## src/rtl/pwm_drv_pkg.sv

```systemverilog
// Shared types and constants for the complementary PWM gate driver.
// Latency: n/a (package only).
// Backpressure: n/a (package only).
package pwm_drv_pkg;

    localparam int DT_W_DEF  = 8;
    localparam int CNT_W_DEF = 16;

    // Glitch counter stops here instead of wrapping.
    localparam logic [7:0] GLITCH_SAT = 8'hFF;

    typedef enum logic [2:0] {
        IDLE     = 3'd0,
        DT_TO_LO = 3'd1,
        LO_ON    = 3'd2,
        DT_TO_HI = 3'd3,
        HI_ON    = 3'd4,
        FAULT    = 3'd5
    } state_t;

endpackage

```

## src/rtl/pwm_deadtime_driver_sync_2ff.sv

```systemverilog
// Two-flop synchroniser bringing an asynchronous level into the clk domain.
// Latency: input change is visible on q_o after 2 clk edges.
// Backpressure: none; free-running level path.
module sync_2ff (
    input  logic clk,
    input  logic rst_n,
    input  logic d_i,
    output logic q_o
);

    logic meta_q;
    logic sync_q;

    // First flop may go metastable; second flop gives it a cycle to resolve.
    always_ff @(posedge clk or negedge rst_n) begin
        if (!rst_n) begin
            meta_q <= 1'b0;
            sync_q <= 1'b0;
        end else begin
            meta_q <= d_i;
            sync_q <= meta_q;
        end
    end

    assign q_o = sync_q;

endmodule

```

## src/rtl/pwm_deadtime_driver.sv

```systemverilog
// Splits a single-ended PWM into non-overlapping high/low gate drives with a
// programmable dead gap, latched fault shutdown and event counters.
// Latency: gate change 1 edge after pwm_in; opposite gate after dead_cycles+1 more. No backpressure.
module pwm_deadtime_driver
    import pwm_drv_pkg::*;
#(
    parameter int DT_W  = DT_W_DEF,
    parameter int CNT_W = CNT_W_DEF
) (
    input  logic             clk,
    input  logic             rst_n,
    input  logic             enable,
    input  logic             pwm_in,
    input  logic [DT_W-1:0]  dead_cycles,
    input  logic             fault_in,
    input  logic             fault_clr,
    output logic             out_hi,
    output logic             out_lo,
    output logic             busy,
    output logic             fault_latched,
    output logic [CNT_W-1:0] hi_pulse_count,
    output logic [7:0]       glitch_count
);

    state_t            state_q, state_d;
    logic [DT_W-1:0]   cnt_q, cnt_d;
    logic [CNT_W-1:0]  hi_cnt_q, hi_cnt_d;
    logic [7:0]        gl_cnt_q, gl_cnt_d;
    logic              fault_s;

    sync_2ff u_fault_sync (
        .clk   (clk),
        .rst_n (rst_n),
        .d_i   (fault_in),
        .q_o   (fault_s)
    );

    // State, dead-time counter and event counters; async reset drops the gates at once.
    always_ff @(posedge clk or negedge rst_n) begin
        if (!rst_n) begin
            state_q  <= IDLE;
            cnt_q    <= '0;
            hi_cnt_q <= '0;
            gl_cnt_q <= '0;
        end else begin
            state_q  <= state_d;
            cnt_q    <= cnt_d;
            hi_cnt_q <= hi_cnt_d;
            gl_cnt_q <= gl_cnt_d;
        end
    end

    // Next state: fault wins, then enable, then the normal PWM-following transitions.
    always_comb begin
        state_d  = state_q;
        cnt_d    = cnt_q;
        hi_cnt_d = hi_cnt_q;
        gl_cnt_d = gl_cnt_q;

        if (fault_s) begin
            state_d = FAULT;
        end else if (!enable && state_q != FAULT) begin
            state_d = IDLE;
        end else begin
            case (state_q)
                IDLE: begin
                    state_d = pwm_in ? DT_TO_HI : DT_TO_LO;
                    cnt_d   = dead_cycles;
                end
                DT_TO_HI: begin
                    if (!pwm_in) begin
                        // Target flipped mid-gap: restart the gap towards the other side.
                        state_d = DT_TO_LO;
                        cnt_d   = dead_cycles;
                        if (gl_cnt_q != GLITCH_SAT) gl_cnt_d = gl_cnt_q + 8'd1;
                    end else if (cnt_q == '0) begin
                        state_d  = HI_ON;
                        hi_cnt_d = hi_cnt_q + CNT_W'(1);
                    end else begin
                        cnt_d = cnt_q - DT_W'(1);
                    end
                end
                DT_TO_LO: begin
                    if (pwm_in) begin
                        state_d = DT_TO_HI;
                        cnt_d   = dead_cycles;
                        if (gl_cnt_q != GLITCH_SAT) gl_cnt_d = gl_cnt_q + 8'd1;
                    end else if (cnt_q == '0) begin
                        state_d = LO_ON;
                    end else begin
                        cnt_d = cnt_q - DT_W'(1);
                    end
                end
                HI_ON: begin
                    if (!pwm_in) begin
                        state_d = DT_TO_LO;
                        cnt_d   = dead_cycles;
                    end
                end
                LO_ON: begin
                    if (pwm_in) begin
                        state_d = DT_TO_HI;
                        cnt_d   = dead_cycles;
                    end
                end
                FAULT: begin
                    // fault_s is known low here; a clear only counts once the fault is gone.
                    if (fault_clr) state_d = IDLE;
                end
                default: state_d = IDLE;
            endcase
        end
    end

    // Moore outputs straight off the state register so both gates can never overlap.
    assign out_hi         = (state_q == HI_ON);
    assign out_lo         = (state_q == LO_ON);
    assign busy           = (state_q == DT_TO_HI) || (state_q == DT_TO_LO);
    assign fault_latched  = (state_q == FAULT);
    assign hi_pulse_count = hi_cnt_q;
    assign glitch_count   = gl_cnt_q;

endmodule
```

## config.mk

```make
export PLATFORM = sky130hd
export DESIGN_NAME = pwm_deadtime_driver
export DESIGN_NICKNAME = d
export VERILOG_FILES = /design/src/rtl/pwm_drv_pkg.sv /design/src/rtl/pwm_deadtime_driver_sync_2ff.sv /design/src/rtl/pwm_deadtime_driver.sv
export SDC_FILE = /design/constraint.sdc
export NUM_CORES = 1
export LEC_CHECK = 0
export CAP_MARGIN = 20
export CELL_PAD_IN_SITES_DETAIL_PLACEMENT = 1
export CELL_PAD_IN_SITES_GLOBAL_PLACEMENT = 1
export CORE_MARGIN = 4
export CORE_UTILIZATION = 32
export DETAILED_ROUTE_END_ITERATION = 10
export PLACE_DENSITY_LB_ADDON = 0.1
export SETUP_SLACK_MARGIN = 0.1
export SYNTH_ARGS = -nofsm -noshare
export SYNTH_HDL_FRONTEND = slang
export SYNTH_SLANG_ARGS = --single-unit
```

## constraint.sdc

```tcl
create_clock -name clk -period 1.7 [get_ports clk]
set_input_delay 0.34 -clock clk [delete_from_list [all_inputs] [get_ports clk]]
set_output_delay 0.34 -clock clk [all_outputs]
set_load 0.005 [all_outputs]
```

Word level (Yosys, flattened, before mapping)

Cells that the tools add are included.

Register bits: 37
Input port bits: 14
Output and inout bits: 28
Logic and storage cells: 59

Add/sub/neg operators: 3
Equal/unequal tests: 16
Multiplexer cells: 21
Bitwise operators: 2
Reductions and logical operators: 11

Operators by type and width:

| cell                                                               | count |
|---|---|
| 8-bit 2-to-1 mux                                                   | 8 |
| 8-bit one-hot mux with 5 select lines                              | 1 |
| 3-bit 2-to-1 mux                                                   | 9 |
| 5-bit AND reduction                                                | 4 |
| 3-bit one-hot mux with 6 select lines                              | 1 |
| 16-bit by 1-bit adder with 16-bit output, second input constant    | 1 |
| 8-bit one-hot mux with 2 select lines                              | 1 |
| 4-bit by 2-bit != test with 1-bit output, second input constant    | 3 |
| 5-bit by 4-bit != test with 1-bit output, second input constant    | 2 |
| 8-bit by 1-bit adder with 8-bit output, second input constant      | 1 |
| 8-bit zero test                                                    | 1 |
| 2-bit != test, second input constant                               | 4 |
| 8-bit != test, second input constant                               | 1 |
| 8-bit by 1-bit subtractor with 8-bit output, second input constant | 1 |
| 3-bit by 2-bit == test with 1-bit output, second input constant    | 2 |
| 3-bit == test, second input constant                               | 2 |
| 5-bit nonzero test                                                 | 1 |
| 3-bit by 1-bit == test with 1-bit output, second input constant    | 1 |
| 3-bit zero test                                                    | 1 |
| 3-bit != test, second input constant                               | 1 |
| 2-bit 2-to-1 mux                                                   | 1 |
| 1-bit inverter                                                     | 2 |
| 2-bit nonzero test                                                 | 1 |
| 1-bit logical AND                                                  | 1 |
| other kinds (2)                                                    | 2 |

Longest topological paths before layout

Depth in word-level cells: 6
Mapped depth: 8
Gate-level depth less buffers: 6

Hierarchy

A second synthesis with hierarchy kept.

Cells, all modules: 201
Area, all modules: 2065.7 um2

By module, submodules not included:

| module              | instances | cells an instance | area an instance (um2) | sequential area each (um2) |
|---|---|---|---|---|
| pwm_deadtime_driver | 1         | 199               | 2015.7                 | 875.8 |
| sync_2ff            | 1         | 2                 | 50.0                   | 50.0 |

Worst setup path after synthesis

Ideal clock, no wire load.

Path type: register -> register
From: register cnt_q[0]
To: register hi_cnt_q[1] (netlist: hi_pulse_count[1])
Setup time: 0.125 ns
Arrival: 1.637 ns
Data required time: 1.575 ns
Setup slack: -0.062 ns
Stages on the path, launching flop included: 7
Buffers on the path: 1
Period minus slack after synthesis: 1.762 ns
Path through: dfrtp_1 inv_1 ha_1 nor4b_4 and4_1 buf_6 mux2_2

Longest elaborated chain between the ends: 2

RTL lines:

| item                          | RTL line                  | RTL |
|---|---|---|
| start, declared               | pwm_deadtime_driver.sv:26 | `logic [DT_W-1:0] cnt_q, cnt_d;` |
| start signal, assigned        | pwm_deadtime_driver.sv:47 | `cnt_q <= cnt_d;` |
| 8-bit zero test               | pwm_deadtime_driver.sv:76 | `end else if (cnt_q == '0) begin` |
| 5-bit AND reduction (no line) | -                         |  |
| end signal, assigned          | pwm_deadtime_driver.sv:48 | `hi_cnt_q <= hi_cnt_d;` |
| end, declared                 | pwm_deadtime_driver.sv:27 | `logic [CNT_W-1:0] hi_cnt_q, hi_cnt_d;` |

Every way passes these cells.
A chain may end at the register's enable or synchronous reset.

Worst setup path after layout

From: register cnt_q[0]
To: register state_q[1]

Longest elaborated chain between the ends: 3
Elaborated cells between the ends (all ways): 4
Classes of those cells: eq/ne: 2; reduce/logical: 2

RTL lines:

| item                                               | RTL line                                             | RTL |
|---|---|---|
| 8-bit zero test (*)                                | pwm_deadtime_driver.sv:76, pwm_deadtime_driver.sv:88 |  |
| 5-bit by 4-bit != test with 1-bit output (no line) | -                                                    |  |
| 5-bit AND reduction (no line) (*)                  | -                                                    |  |
| end signal, assigned                               | pwm_deadtime_driver.sv:46                            | `state_q <= state_d;` |
| end, declared                                      | pwm_deadtime_driver.sv:25                            | `state_t state_q, state_d;` |

Mark *: on every way between the ends. The rest lies on a longest branch, timed or not.

==> metrics.md <==
| Metric | Value |
|---|---|
| Slew of the pin with the lowest slew margin | `0.563 ns` |
| Upper clock frequency limit | `567 MHz` |
| Wire length of the first global-routing pass | `10,200 um` |
| Setup clock skew after layout | `0.00778 ns` |
| TritonCTS buffer count | `5` |
| Top cells by area, synth | `sky130_fd_sc_hd__dfrtp_1 (44%), sky130_fd_sc_hd__xnor2_1 (6.7%), sky130_fd_sc_hd__nand3_1 (3.4%)` |
| Remaining number of nets flagged by the antenna check after routing | `0` |
| Number of different library cells in the post-synthesis netlist | `50` |
| Num rows | `29` |
| Number of instances in the synthesized netlist | `199` |
| Final Setup Violations | `11` |
| Max-slew violation count | `0` |
| Slowest stage delay, CP | `0.39 ns` |
| Sum of met3 wire segment lengths after detailed routing | `246 um` |
| Slowest cell on the critical path | `sky130_fd_sc_hd__a211o_4` |
| Flip-flop cell with the highest count after synthesis | `sky130_fd_sc_hd__dfrtp_1` |
| Arrival time reported for the critical path endpoint | `1.97 ns` |
| CTS tree | `built` |
| DR iter-0 viols | `78` |
| Post-DR vias/cell | `5.05` |
| Hold Vio Cnt, Final | `0` |
| Share of synthesized registers carrying an async set or reset | `100%` |
| Total number of nets in the final design | `340` |
| Starting density of the core | `32.9%` |
| Total power after layout | `3.60 mW` |
| Worst path required time | `1.90 ns` |
| RSZ-0062 raised after global routing | `true` |
| Yosys warning count | `0` |
| HPWL after detailed placement | `3880 um` |
| Met1 WL | `2980 um` |
| Share of synthesized area occupied by flip-flops and latches | `44.3%` |
| CTS H-tree lvls | `2` |
| Finished Cell Area | `3780 um^2` |
| Clock transition at the register clock pins on the worst setup and hold paths after CTS | `0.09 ns` |
| Remaining design rule violation count | `0` |
| I/O pin total | `42` |
| Setup TNS after final layout | `-0.251 ns` |
| Combined area of all synthesized cells | `2090 um^2` |
| Synth cell count leaders | `sky130_fd_sc_hd__dfrtp_1 (37), sky130_fd_sc_hd__xnor2_1 (16), sky130_fd_sc_hd__inv_1 (14), sky130_fd_sc_hd__nand3_1 (14), sky130_fd_sc_hd__nand2_1 (11)` |
| Vert. Die Dim | `88.8 um` |
| Most frequently used cell type in the post-synthesis netlist | `sky130_fd_sc_hd__dfrtp_1` |
| Relative slew slack | `62.3%` |
| Critical Setup Path Class | `flip-flop to flip-flop` |
| Slack of the critical path | `-0.0644 ns` |
| Post-Syn Area per Cell | `10.5 um^2` |
| Clock period minus final worst setup slack | `1.76 ns` |
| Count of TritonRoute iterations in the first routing pass | `4` |
| Share of post-route cells with drive strength above 1 | `53.3%` |
| Final worst-path cycle share | `104%` |
| Placeable Area | `6350 um^2` |
| Total Routing Usage GR | `16.7%` |
| Total number of clock tree sinks | `37` |
| Max Buffers Root-to-Sink | `2` |
| Worst-case vdd ir drop | `0.562 mV` |
| Area enclosed by the die boundary | `7880 um^2` |
| Buffer type at the clock tree root | `sky130_fd_sc_hd__clkbuf_8` |
| Vias in the first global route | `2,068` |
| Total leakage power | `1.85 nW` |
| Highest metal layer with signal wires | `met4` |
| Routability congestion estimate | `0.726` |
| IO buf count | `41` |
| MaxCap Viol Count | `0` |
| Total number of vias | `2,018` |
| Remaining global-route overflow | `0` |
| Synthesized flop and latch total | `37` |
| Number of filler instances in the final layout | `671` |
| Routed wl met2 | `3520 um` |
| Maximum number of pins on one net before global-route repair | `38` |
| Critical-path maximum fanout | `7` |
| Post-synth top area cell | `sky130_fd_sc_hd__dfrtp_1` |
| Area Growth Syn to Fin | `81.1%` |
| Post-synth EDFFs | `0` |
| Sequence of cells on the critical path | `inv_2 -> ha_4 -> nor4b_4 -> buf_4 -> a211o_4 -> a21o_1 -> a211oi_2` |
| Area share of the largest cell type after synthesis | `44.3%` |
| Post-Syn Nets | `217` |
| Post-placement cell area | `2770 um^2` |
| Average detailed-routed wire length per instance | `16.9 um` |
| Power density over cell area | `951 nW/um^2` |
| Total detailed-routing wirelength | `6780 um` |
| Status | `finished with violations` |
| Class of the tightest hold or removal check | `input pin to async pin` |
| Clock insertion delay at the later pin of the skew report | `0.29 ns` |
| Crit path launch type | `flip-flop` |
| Crit path capture type | `flip-flop` |
| Die width | `88.8 um` |
| Initial antenna violation count | `0` |
| Violations in the final reports | `negative setup slack` |
| Ant. Diodes | `0` |
| Core occupancy in the finished layout | `59.6%` |
placed cells by master (no fill, tap or decap), types with 6 or more instances in the layout:
master                            instances
sky130_fd_sc_hd__dfrtp_2                  8
sky130_fd_sc_hd__nand3_1                  7
sky130_fd_sc_hd__xnor2_1                 11
sky130_fd_sc_hd__buf_4                   62
sky130_fd_sc_hd__dlymetal6s2s_1           7
sky130_fd_sc_hd__nand2_1                  7
sky130_fd_sc_hd__xor2_1                   6
sky130_fd_sc_hd__dfrtp_1                 29
sky130_fd_sc_hd__nand4_1                  9
sky130_fd_sc_hd__a21oi_1                  6
sky130_fd_sc_hd__nand3_2                  7
sky130_fd_sc_hd__buf_6                   17
sky130_fd_sc_hd__clkdlybuf4s50_1         26
sky130_fd_sc_hd__inv_1                   11
area by class of cell:
class,instances,area [um^2],share of cell area [%]
timing repair buffer,124,1150,30.3
sequential,37,936,24.7
clock inverter,3,46.3,1.22
multi-input combinational,140,1440,38.0
inverter,14,52.6,1.39
clock buffer,5,68.8,1.82
tap,77,96.3,2.55
cells by family (layout without fill, tap and decap cells):
kind of cell / count (synthesis) / in the layout / synth area share [%]
XOR/XNOR: 24 / 24 / 10.4
AND/OR/NAND/NOR: 67 / 67 / 19.9
flip-flops: 37 / 37 / 44.3
AO/OA/AOI/OAI: 43 / 43 / 15.3
adder cells (fa/ha/maj): 4 / 4 / 2.40
buffers and inverters: 22 / 146 / 6.59
multiplexers: 2 / 2 / 1.08
flip-flops by register name, summed over array words and instances, names as in the netlist:
| signal | flops |
|---|---|
| hi_pulse_count | 16 |
| u_fault_sync.q_o | 1 |
| glitch_count | 8 |
| state_q | 3 |
| cnt_q | 8 |
| u_fault_sync.meta_q | 1 |
through the flow:
stage,hold slack [ns],worst slack (ns),cells
after CTS,0.102,-0.0572,373
after global placement,0.334,-0.364,341
after detailed placement,0.338,-0.424,341
after global routing,0.124,-0.127,400
final,0.0887,-0.0644,400
after floorplan,0.0444,-0.0412,199
routing by layer:
metal | track usage (%) | vias to the layer above
met5 | 0 | -
met1 | 22.5 | 1013
met4 | 3.98 | 0
met3 | 3.63 | 2
met2 | 27.5 | 36
li1 | - | 967
where the power goes:
group | total [mW] | switching, mW | internal (mW)
clock | 0.796 | 0.357 | 0.440
combinational | 1.64 | 0.737 | 0.898
sequential | 1.17 | 0.162 | 1.00
total | 3.60 | 1.26 | 2.34
worst max-delay path: cells and delay by family, from the launching register on:
family	cells	cell delay, ns
compound gates	3	0.79
flops	1	0.37
buf+inv	2	0.23
fa+ha+maj	1	0.15
simple gates	1	0.13
path summary, 6_finish.rpt:
path                       cells after the start  slack (ns)          endpoint                 from
hold reg to reg                                0        0.35  u_fault_sync.q_o  u_fault_sync.meta_q
min in group clk                               0        0.35  u_fault_sync.q_o  u_fault_sync.meta_q
setup reg to reg                               7       -0.06        state_q[1]             cnt_q[0]
hold / removal                                 2        0.09          cnt_q[1]                rst_n
setup / recovery                               7       -0.06        state_q[1]             cnt_q[0]
max in group asynchronous                      2        1.23        state_q[2]                rst_n
what timing repair did:
action / CTS / global route
hold buffers: 0 / 0
pin swaps: 30 / 37
resized for setup: 80 / 48
endpoints found under the setup margin: 46 / 50
setup buffers: 24 / 28
Power figures use the tool's default switching activity.
